==> src/rtl/instruction_cache_pkg.sv <==
// Shared architecture definitions plus instruction-cache types.
// Fetch address/instruction widths, the NOP encoding, FSM state encodings
// and default geometry live here so every file that imports this package
// sees one consistent set. Each macro is guarded, so a project-wide
// architecture header compiled earlier takes precedence.
// No ports: package only.

`ifndef ADDRESS_SIZE
`define ADDRESS_SIZE 10
`endif
`ifndef INSTRUCTION_SIZE
`define INSTRUCTION_SIZE 16
`endif
`ifndef NOP_INST
`define NOP_INST {`INSTRUCTION_SIZE{1'b0}}
`endif
`ifndef ICACHE_IDLE
`define ICACHE_IDLE 1'b0
`endif
`ifndef ICACHE_FILL
`define ICACHE_FILL 1'b1
`endif
`ifndef ICACHE_LINES
`define ICACHE_LINES 8
`endif
`ifndef ICACHE_WORDS
`define ICACHE_WORDS 4
`endif

package instruction_cache_pkg;

    typedef enum logic {
        ST_IDLE = `ICACHE_IDLE,
        ST_FILL = `ICACHE_FILL
    } icache_state_e;

    localparam int DEFAULT_LINES = `ICACHE_LINES;
    localparam int DEFAULT_WORDS = `ICACHE_WORDS;

endpackage

==> src/rtl/icache_data_array.sv <==
// Word storage for the instruction cache: LINES x WORDS instructions.
// Ports:
//   clock                      write clock
//   rd_index/rd_offset/rd_data combinational read port
//   wr_en/wr_index/wr_offset/wr_data synchronous write port
// Contents are not reset; the valid bits in the top guard every read.

module icache_data_array
    import instruction_cache_pkg::*;
#(
    parameter int LINES = DEFAULT_LINES,
    parameter int WORDS = DEFAULT_WORDS,
    parameter int WIDTH = `INSTRUCTION_SIZE
) (
    input  logic                     clock,
    input  logic [$clog2(LINES)-1:0] rd_index,
    input  logic [$clog2(WORDS)-1:0] rd_offset,
    output logic [WIDTH-1:0]         rd_data,
    input  logic                     wr_en,
    input  logic [$clog2(LINES)-1:0] wr_index,
    input  logic [$clog2(WORDS)-1:0] wr_offset,
    input  logic [WIDTH-1:0]         wr_data
);

    logic [WIDTH-1:0] mem [LINES*WORDS];

    // Line-major layout: {index, offset} is the flat word address.
    assign rd_data = mem[{rd_index, rd_offset}];

    always_ff @(posedge clock) begin
        if (wr_en)
            mem[{wr_index, wr_offset}] <= wr_data;
    end

endmodule

==> src/rtl/instruction_cache.sv <==
// Direct-mapped instruction cache with word-at-a-time refill.
// Ports:
//   clock, reset (sync, active low)
//   pc           fetch address         instruction  instruction at pc (comb)
//   flush        invalidate all lines  stall        pc not served (comb)
//   mem_req/mem_addr  refill request   mem_ack/mem_data  refill response
//   miss_count   saturating count of refills started

module instruction_cache
    import instruction_cache_pkg::*;
#(
    parameter int LINES = DEFAULT_LINES,
    parameter int WORDS = DEFAULT_WORDS
) (
    input  logic                         clock,
    input  logic                         reset,
    input  logic [`ADDRESS_SIZE-1:0]     pc,
    input  logic                         flush,
    output logic [`INSTRUCTION_SIZE-1:0] instruction,
    output logic                         stall,
    output logic                         mem_req,
    output logic [`ADDRESS_SIZE-1:0]     mem_addr,
    input  logic                         mem_ack,
    input  logic [`INSTRUCTION_SIZE-1:0] mem_data,
    output logic [15:0]                  miss_count
);

    localparam int OFF_W = $clog2(WORDS);
    localparam int IDX_W = $clog2(LINES);
    localparam int TAG_W = `ADDRESS_SIZE - OFF_W - IDX_W;

    logic [OFF_W-1:0] pc_off;
    logic [IDX_W-1:0] pc_idx;
    logic [TAG_W-1:0] pc_tag;

    assign pc_off = pc[OFF_W-1:0];
    assign pc_idx = pc[OFF_W +: IDX_W];
    assign pc_tag = pc[`ADDRESS_SIZE-1 -: TAG_W];

    icache_state_e state, state_next;

    logic [LINES-1:0] valid;
    logic [TAG_W-1:0] tags [LINES];
    logic [TAG_W-1:0] fill_tag;
    logic [IDX_W-1:0] fill_idx;
    logic [OFF_W-1:0] counter;
    logic             flush_pending;
    logic [15:0]      miss_cnt;

    logic                         hit;
    logic                         start_fill;
    logic                         fill_ack;
    logic                         last_ack;
    logic [`INSTRUCTION_SIZE-1:0] rd_data;

    // A hit is only possible in IDLE, so a line being refilled never serves
    // partially written data even if pc points back at it.
    assign hit        = reset && (state == ST_IDLE) && valid[pc_idx] && (tags[pc_idx] == pc_tag);
    assign start_fill = reset && (state == ST_IDLE) && !hit && !flush;
    assign fill_ack   = reset && (state == ST_FILL) && mem_ack;
    assign last_ack   = fill_ack && (&counter);

    assign miss_count = miss_cnt;

    icache_data_array #(
        .LINES (LINES),
        .WORDS (WORDS),
        .WIDTH (`INSTRUCTION_SIZE)
    ) u_data (
        .clock     (clock),
        .rd_index  (pc_idx),
        .rd_offset (pc_off),
        .rd_data   (rd_data),
        .wr_en     (fill_ack),
        .wr_index  (fill_idx),
        .wr_offset (counter),
        .wr_data   (mem_data)
    );

    // Next state and outputs
    always_comb begin
        state_next  = state;
        instruction = `NOP_INST;
        stall       = 1'b0;
        mem_req     = 1'b0;
        mem_addr    = '0;
        if (reset) begin
            stall = !hit;
            if (hit)
                instruction = rd_data;
            case (state)
                ST_IDLE: if (start_fill) state_next = ST_FILL;
                ST_FILL: begin
                    mem_req  = 1'b1;
                    mem_addr = {fill_tag, fill_idx, counter};
                    if (last_ack) state_next = ST_IDLE;
                end
                default: state_next = ST_IDLE;
            endcase
        end
    end

    always_ff @(posedge clock) begin
        if (!reset) begin
            state         <= ST_IDLE;
            valid         <= '0;
            counter       <= '0;
            flush_pending <= 1'b0;
            miss_cnt      <= '0;
        end else begin
            state <= state_next;

            if (state == ST_IDLE && flush)
                valid <= '0;

            if (start_fill) begin
                fill_tag       <= pc_tag;
                fill_idx       <= pc_idx;
                counter        <= '0;
                valid[pc_idx]  <= 1'b0;   // victim goes invalid immediately
                if (miss_cnt != 16'hFFFF)
                    miss_cnt <= miss_cnt + 16'd1;
            end

            if (state == ST_FILL && flush)
                flush_pending <= 1'b1;

            if (fill_ack)
                counter <= counter + 1'b1;

            // A flush seen any time during the fill (including on the final
            // ack) wipes everything, the just-filled line included.
            if (last_ack) begin
                if (flush_pending || flush)
                    valid <= '0;
                else
                    valid[fill_idx] <= 1'b1;
                flush_pending <= 1'b0;
            end
        end
    end

    // Tag storage is not reset; valid bits qualify it.
    always_ff @(posedge clock) begin
        if (last_ack)
            tags[fill_idx] <= fill_tag;
    end

endmodule
==> config.mk <==
export PLATFORM = sky130hd
export DESIGN_NAME = instruction_cache
export DESIGN_NICKNAME = d
export VERILOG_FILES = /design/src/rtl/instruction_cache_pkg.sv /design/src/rtl/icache_data_array.sv /design/src/rtl/instruction_cache.sv
export SDC_FILE = /design/constraint.sdc
export NUM_CORES = 1
export LEC_CHECK = 0
export CAP_MARGIN = 20
export CORE_MARGIN = 10
export CORE_UTILIZATION = 40
export CTS_BUF_LIST = sky130_fd_sc_hd__clkbuf_8
export DETAILED_ROUTE_END_ITERATION = 16
export GPL_TIMING_DRIVEN = 1
export HOLD_SLACK_MARGIN = 0.06
export PLACE_DENSITY = 0.66
export REMOVE_ABC_BUFFERS = 1
export SLEW_MARGIN = 20
export SYNTH_ARGS = -nofsm -noshare
export SYNTH_HDL_FRONTEND = slang
export SYNTH_HIERARCHICAL = 1
export SYNTH_SLANG_ARGS = --single-unit
==> constraint.sdc <==
create_clock -name clock -period 3.2 [get_ports clock]
set_input_delay 0.48 -clock clock [delete_from_list [all_inputs] [get_ports clock]]
set_output_delay 0.48 -clock clock [all_outputs]
set_load 0.01 [all_outputs]
Yosys cells after proc, flatten, opt, wreduce, memory -nomap -nowiden
Memory sizes are Yosys's and may differ from the RTL's.
Index checks and enable logic that the tools add are counted.
{ "totals": {"reg_bits": 36, "mem_bits_rw": 552, "input_bits": 30, "output_inout_bits": 44, "word_cells": 70, "n_memories": 2} }
{ "mem_list": {"columns": ["name", "depth", "width", "rd", "rd_clocked_by_memory_dff", "write_ports", "line", "text"], "rows": [
  ["u_data.mem", 32, 16, 1, 0, 1, "icache_data_array.sv:25", "logic [WIDTH-1:0] mem [LINES*WORDS];"],
  ["tags", 8, 5, 1, 0, 1, "instruction_cache.sv:43", "logic [TAG_W-1:0] tags [LINES];"]
]} }
{ "op_classes": {"addsub": 2, "n_lt_le_gt_ge": 4, "eq_ne": 2, "n_mux": 28, "n_bitwise": 5, "reduce_logical": 20} }
{ "ops": {"columns": ["operator", "count"], "rows": [
  ["$mux 8", 6],
  ["$mux 16", 2],
  ["$mux 10", 2],
  ["$add 16x1->16 const B", 1],
  ["$ne 16x16->1 const B", 1],
  ["$logic_and 1x1->1", 12],
  ["$mux 1", 12],
  ["$and 8x8->8", 1],
  ["$lt 3x4->1 const B", 2],
  ["$not 8->8", 1],
  ["$or 8x8->8", 1],
  ["$demux 1 s3", 2],
  ["$ge 3x1->1 const B", 2],
  ["$reduce_and 2->1", 3],
  ["$eq 5x5->1", 1],
  ["$mux 2", 2],
  ["$bmux 1 s3", 1],
  ["$add 2x1->2 const B", 1],
  ["$logic_not 1->1", 2],
  ["$not 1->1", 2],
  ["$pmux 1 s2", 1],
  ["$reduce_bool 2->1", 1],
  ["$reduce_or 2->1", 1],
  ["$logic_or 1x1->1", 1]
]} }

Longest topological paths before layout
{ "depth": {"ltp_word": 12, "depth_mapped": 11, "mapped_depth_nobuf": 8} }

Hierarchy
Netlist, hierarchy kept.
{ "by_module_without_submodules": {"columns": ["mod", "instances", "cells_per_inst", "area_per_inst_um2", "seq_area_each_um2"], "rows": [
  ["icache_data_array", 1, 1127, 20215.6, 15374.7],
  ["instruction_cache", 1, 307, 3500.9, 2001.9]
]} }

Worst setup path before layout
OpenSTA, ideal clock, no wires.
{ "synth_timing": {"path_type": "input port to output port", "start": "in pc[2]", "end": "out instruction[10]", "arrival_ns": 2.226, "required_time_ns": 2.720, "path_slack_ns": 0.494, "stages": 10, "path_buffers": 4, "cell_sequence": "buf_6 buf_8 mux2i_1 o22ai_1 nor3_1 o22ai_2 nor4_2 buf_4 clkbuf_1 and2_1"} }
{ "synth_via": {"elab_chain_cells": 6, "elab_cells_between_ends": 9, "classes_between": "1 x eq/ne; 4 x mux; 2 x reduce/logical; 2 x memory"} }
{ "synth_rtl": {"columns": ["item", "line", "text"], "rows": [
  ["start: declaration", "instruction_cache.sv:17", "input logic [`ADDRESS_SIZE-1:0] pc,"],
  ["parallel branches: the longest is 4 deep, another holds $mem_v2 8x5", null, null],
  ["$mux 16 (*)", "instruction_cache.sv:89", "if (hit)"],
  ["$mux 16 (*)", "instruction_cache.sv:87", "if (reset) begin"],
  ["end: declaration", "instruction_cache.sv:19", "output logic [`INSTRUCTION_SIZE-1:0] instruction,"]
]} }
Mark *: on every way between the ends. The select of a mux whose other input is x is not followed.

Worst setup path after layout
{ "layout_timing": {"start": "in pc[1]", "end": "out instruction[3]"} }
{ "layout_via": {"elab_chain_cells": 3} }
{ "layout_rtl": {"columns": ["item", "line", "text"], "rows": [
  ["$mem_v2 32x16", null, null],
  ["via rd_data[3]", "instruction_cache.sv:54", "logic [`INSTRUCTION_SIZE-1:0] rd_data;"],
  ["$mux 16", "instruction_cache.sv:89", null],
  ["$mux 16", "instruction_cache.sv:87", null]
]} }
The timed path passes the listed nets, and every way through them passes these cells.

==> results.md <==
- Clock period minus worst slack: approximately 3.1 ns
- Setup TNS: 0 ns
- First-pass GRT wire length: around 87,000 um
- Power Internal: 11.76 mW
- Arrival time worst endpoint: 2.66 ns
- Critical path buffers and inverters: 6
- Worst Clk Skew: roughly 0.022 ns
- Starting DRT DRC Count: between 1,000 and 1,500
- Worst-path fanout max: 20
- Critical Path RT: between 2 and 3 ns
- Clock transition at the registers of the reported paths: about 0.06 ns
- Quantity of I/O buffers inserted on ports: 73
- Final worst setup slack: approximately 0.055 ns
- Detail Placement HPWL: 35,790 um
- Final Max Tran Viols: 0
- Chip height: approximately 260 um
- # rows: ~90
- Status: finished clean
- P&R area growth vs syn: 19.78%
- Die area: 69,430 um^2
- R2R cell count: 8
- Clock root buffer: clkbuf_8
- Layout cells sized above 1: approximately a fifth
- DR vias: 13,830
- EDFF count, synth: 560
- Worst Hold Depth: 2
- Largest net degree at the start of global routing: 33
- Post-route antenna net violation count: 0
- Sequence of cells on the critical path: clkdlybuf4s50_1 > buf_4 > nor2_4 > buf_12 > buf_4 > buf_12 > nand2_1 > a31oi_1 > nand3_1 > and2_4 > buf_6
- Distinct cells, synth: 48
- Flip-flop and latch area: ~17,000 um^2
- Crit start category: input pin
- Final setup vio count: 0
- Initial antenna violation count: 3
- Max_slew headroom: between 40 and 50%
- Vias per inst: ~5.5
- Die width: about 260 um
- Num CTS Buffers: 88
- Fin nets: approximately 1,700
- Worst Max-Slew Pin Slew: approximately 0.8 ns
- CP endpoint kind: primary output
- Leakage power: between 10 and 15 nW
- Final GP Congestion: 0.8089
- Worst path top cell family by delay: buffers and inverters
- Fmax: between 300 and 400 MHz
- Post-route DRC violation count: 0
- Slowest cell on the critical path: clkdlybuf4s50_1
- Switching Power: about 3.4 mW
- Register area share after synthesis: between 70% and 80%
- Synth Area per Inst: 16.54 um^2
- Peak supply drop: 0.0002892 V
- Crit share post-route: 98.27%
- Register bit total from synthesis: around 590
- Clock sink count: between 500 and 600
- Post-place setup slack: -0.6255 ns
- Mapped Area: approximately 24,000 um^2
- Routed WL: ~60,000 um
- Power share of the clock group: 37.8%
- Area of the multi-input gates: around 6000 um^2
- Sw frac: between 20% and 30%
- Max_cap viols: 0
- Clock tree buffer depth: 3
- Cell Count Post-Placement: 2,352
- I/O pin count: 74
- Vias in the first global route: between 10,000 and 15,000
- Part of the power in combinational logic: under 10%
- Total overflow reported by the global router: 0
- Synth Instances: roughly 1,400
- RSZ-0062 raised after global routing: yes
- Gr usage total: 16.28%
- Seq pwr share: 55.9%
- Final-report hold violation count: 0
- Yosys warns: 6
- Crit path kind: input pin to primary output
- Hold Crit Class: input pin to flop
- Starting density of the core: 40.26%
- Top_reg_cell synth: edfxtp_1
- Wire length per cell: about 23 um
- Clock latency on the worst-skew pair: 0.66 ns
- CTS tree: yes
- PwrDens: 533.1 nW/um^2
- Fillers: between 4,000 and 5,000
- Htree depth: 3
- # hold bufs at CTS: 0
- CP peak stage delay: between 0.5 and 0.6 ns
- Ys async rst share: 0%
- Non-filler cells, final: 2,519
- Core area: ~59,000 um^2
- Drt first pass iters: 5
- Levels on crit path: 11
cells in the mapped netlist (20+ instances only):
master	number	area, um^2
buf_2	23	115.1
dfxtp_1	28	560.5
and2_1	20	125.1
edfxtp_1	560	16820
nand2_1	46	172.7
mux2i_1	279	2793
a22o_1	33	289.0
nor3_1	23	115.1
a22oi_1	65	488.0
a21oi_1	54	270.3
buf_4	23	172.7
nor2_1	44	165.2
nand3_1	47	235.2
cell families after synthesis:
logic type / after synthesis / synth area share [%]
buffers and inverters: 88 / 2.786
AND/OR/NAND/NOR: 261 / 5.766
flip-flops: 588 / 73.27
XOR/XNOR: 2 / 0.07387
multiplexers: 279 / 11.78
adder cells (fa/ha/maj): 2 / 0.1055
AO/OA/AOI/OAI: 214 / 6.225
layout by cell type, fill, tap and decap left out, drive strengths merged, types with 16 or more instances in the layout:
| master | instances |
|---|---|
| inv | 24 |
| buf | 186 |
| and3 | 16 |
| clkinv | 33 |
| a21oi | 54 |
| dfxtp | 28 |
| clkbuf | 97 |
| mux2i | 279 |
| nand4 | 18 |
| nor2 | 45 |
| a22o | 33 |
| nand2 | 46 |
| nor3 | 23 |
| a31oi | 18 |
| nand3 | 47 |
| a22oi | 65 |
| and2 | 20 |
| clkdlybuf4s50 | 52 |
| edfxtp | 560 |
power by group through the flow:
| stage | registers, mW | logic, mW | clock network (mW) |
|---|---|---|---|
| 2_1_floorplan | 8.62 | 0.335 | 0 |
| 6_report | 8.47 | 0.960 | 5.72 |
| 4_1_cts | 8.46 | 0.951 | 5.86 |
| 3_3_place_gp | 8.63 | 0.904 | 0 |
| 3_5_place_dp | 8.63 | 0.920 | 0 |
| 5_1_grt | 8.46 | 1.02 | 6.20 |
per-stage QoR:
step / hold WS (ns) / utilization [%] / cell area, um^2 / total power [mW]
after global placement: 0.4750 / 44.93 / 26470 / 9.530
after floorplan: 0.4926 / - / 23070 / 8.955
after detailed placement: 0.4853 / 44.93 / 26470 / 9.547
final: 0.3134 / 48.23 / 28410 / 15.14
after global routing: 0.3149 / 48.23 / 28410 / 15.69
after CTS: 0.3626 / 48.00 / 28270 / 15.27
flip-flops by register name (all words and copies together), names as in the netlist:
| register | count |
|---|---|
| u_data/mem | 512 |
| tags | 40 |
| miss_count | 16 |
| valid | 8 |
| fill_tag | 5 |
| fill_idx | 3 |
| counter | 2 |
| flush_pending | 1 |
| state | 1 |
final timing paths:
| check | from | to | slack, ns |
|---|---|---|---|
| min | pc[3] | fill_idx[1]$_DFFE_PP_ | 0.31 |
| min reg2reg | miss_count[6]$_SDFFE_PN0P_ | miss_count[6]$_SDFFE_PN0P_ | 0.50 |
| max reg2reg | miss_count[3]$_SDFFE_PN0P_ | miss_count[3]$_SDFFE_PN0P_ | 0.57 |
| max | pc[1] | instruction[3] | 0.06 |
metal layers:
| layer | global-route usage (%) | share of wire, % | vias up |
|---|---|---|---|
| met3 | 2.882 | 7.1 | 95 |
| met5 | 0 | 0.022 | - |
| met1 | 21.66 | 42 | 7038 |
| met2 | 25.71 | 48 | 510 |
| li1 | - | - | 6189 |
| met4 | 7.207 | 2.7 | 2 |
cell type report:
type	instances	area share, %
flip-flops and latches	588	61.17
repair buffers	243	8.892
clock inverters	60	1.189
clock buffers	93	4.506
inverters	3	0.03964
multi-input cells	758	20.79
diodes	1	0.008809
well taps	773	3.405
what timing repair did:
item                                    in CTS  in global routing
pin swaps                                    7                 13
cloned                                       1                  1
endpoints found under the setup margin      17                 17
endpoints found under the hold margin        0                  0
buffers inserted                            11                  1
gates resized for setup                     94                 39
Power figures use the tool's default switching activity.
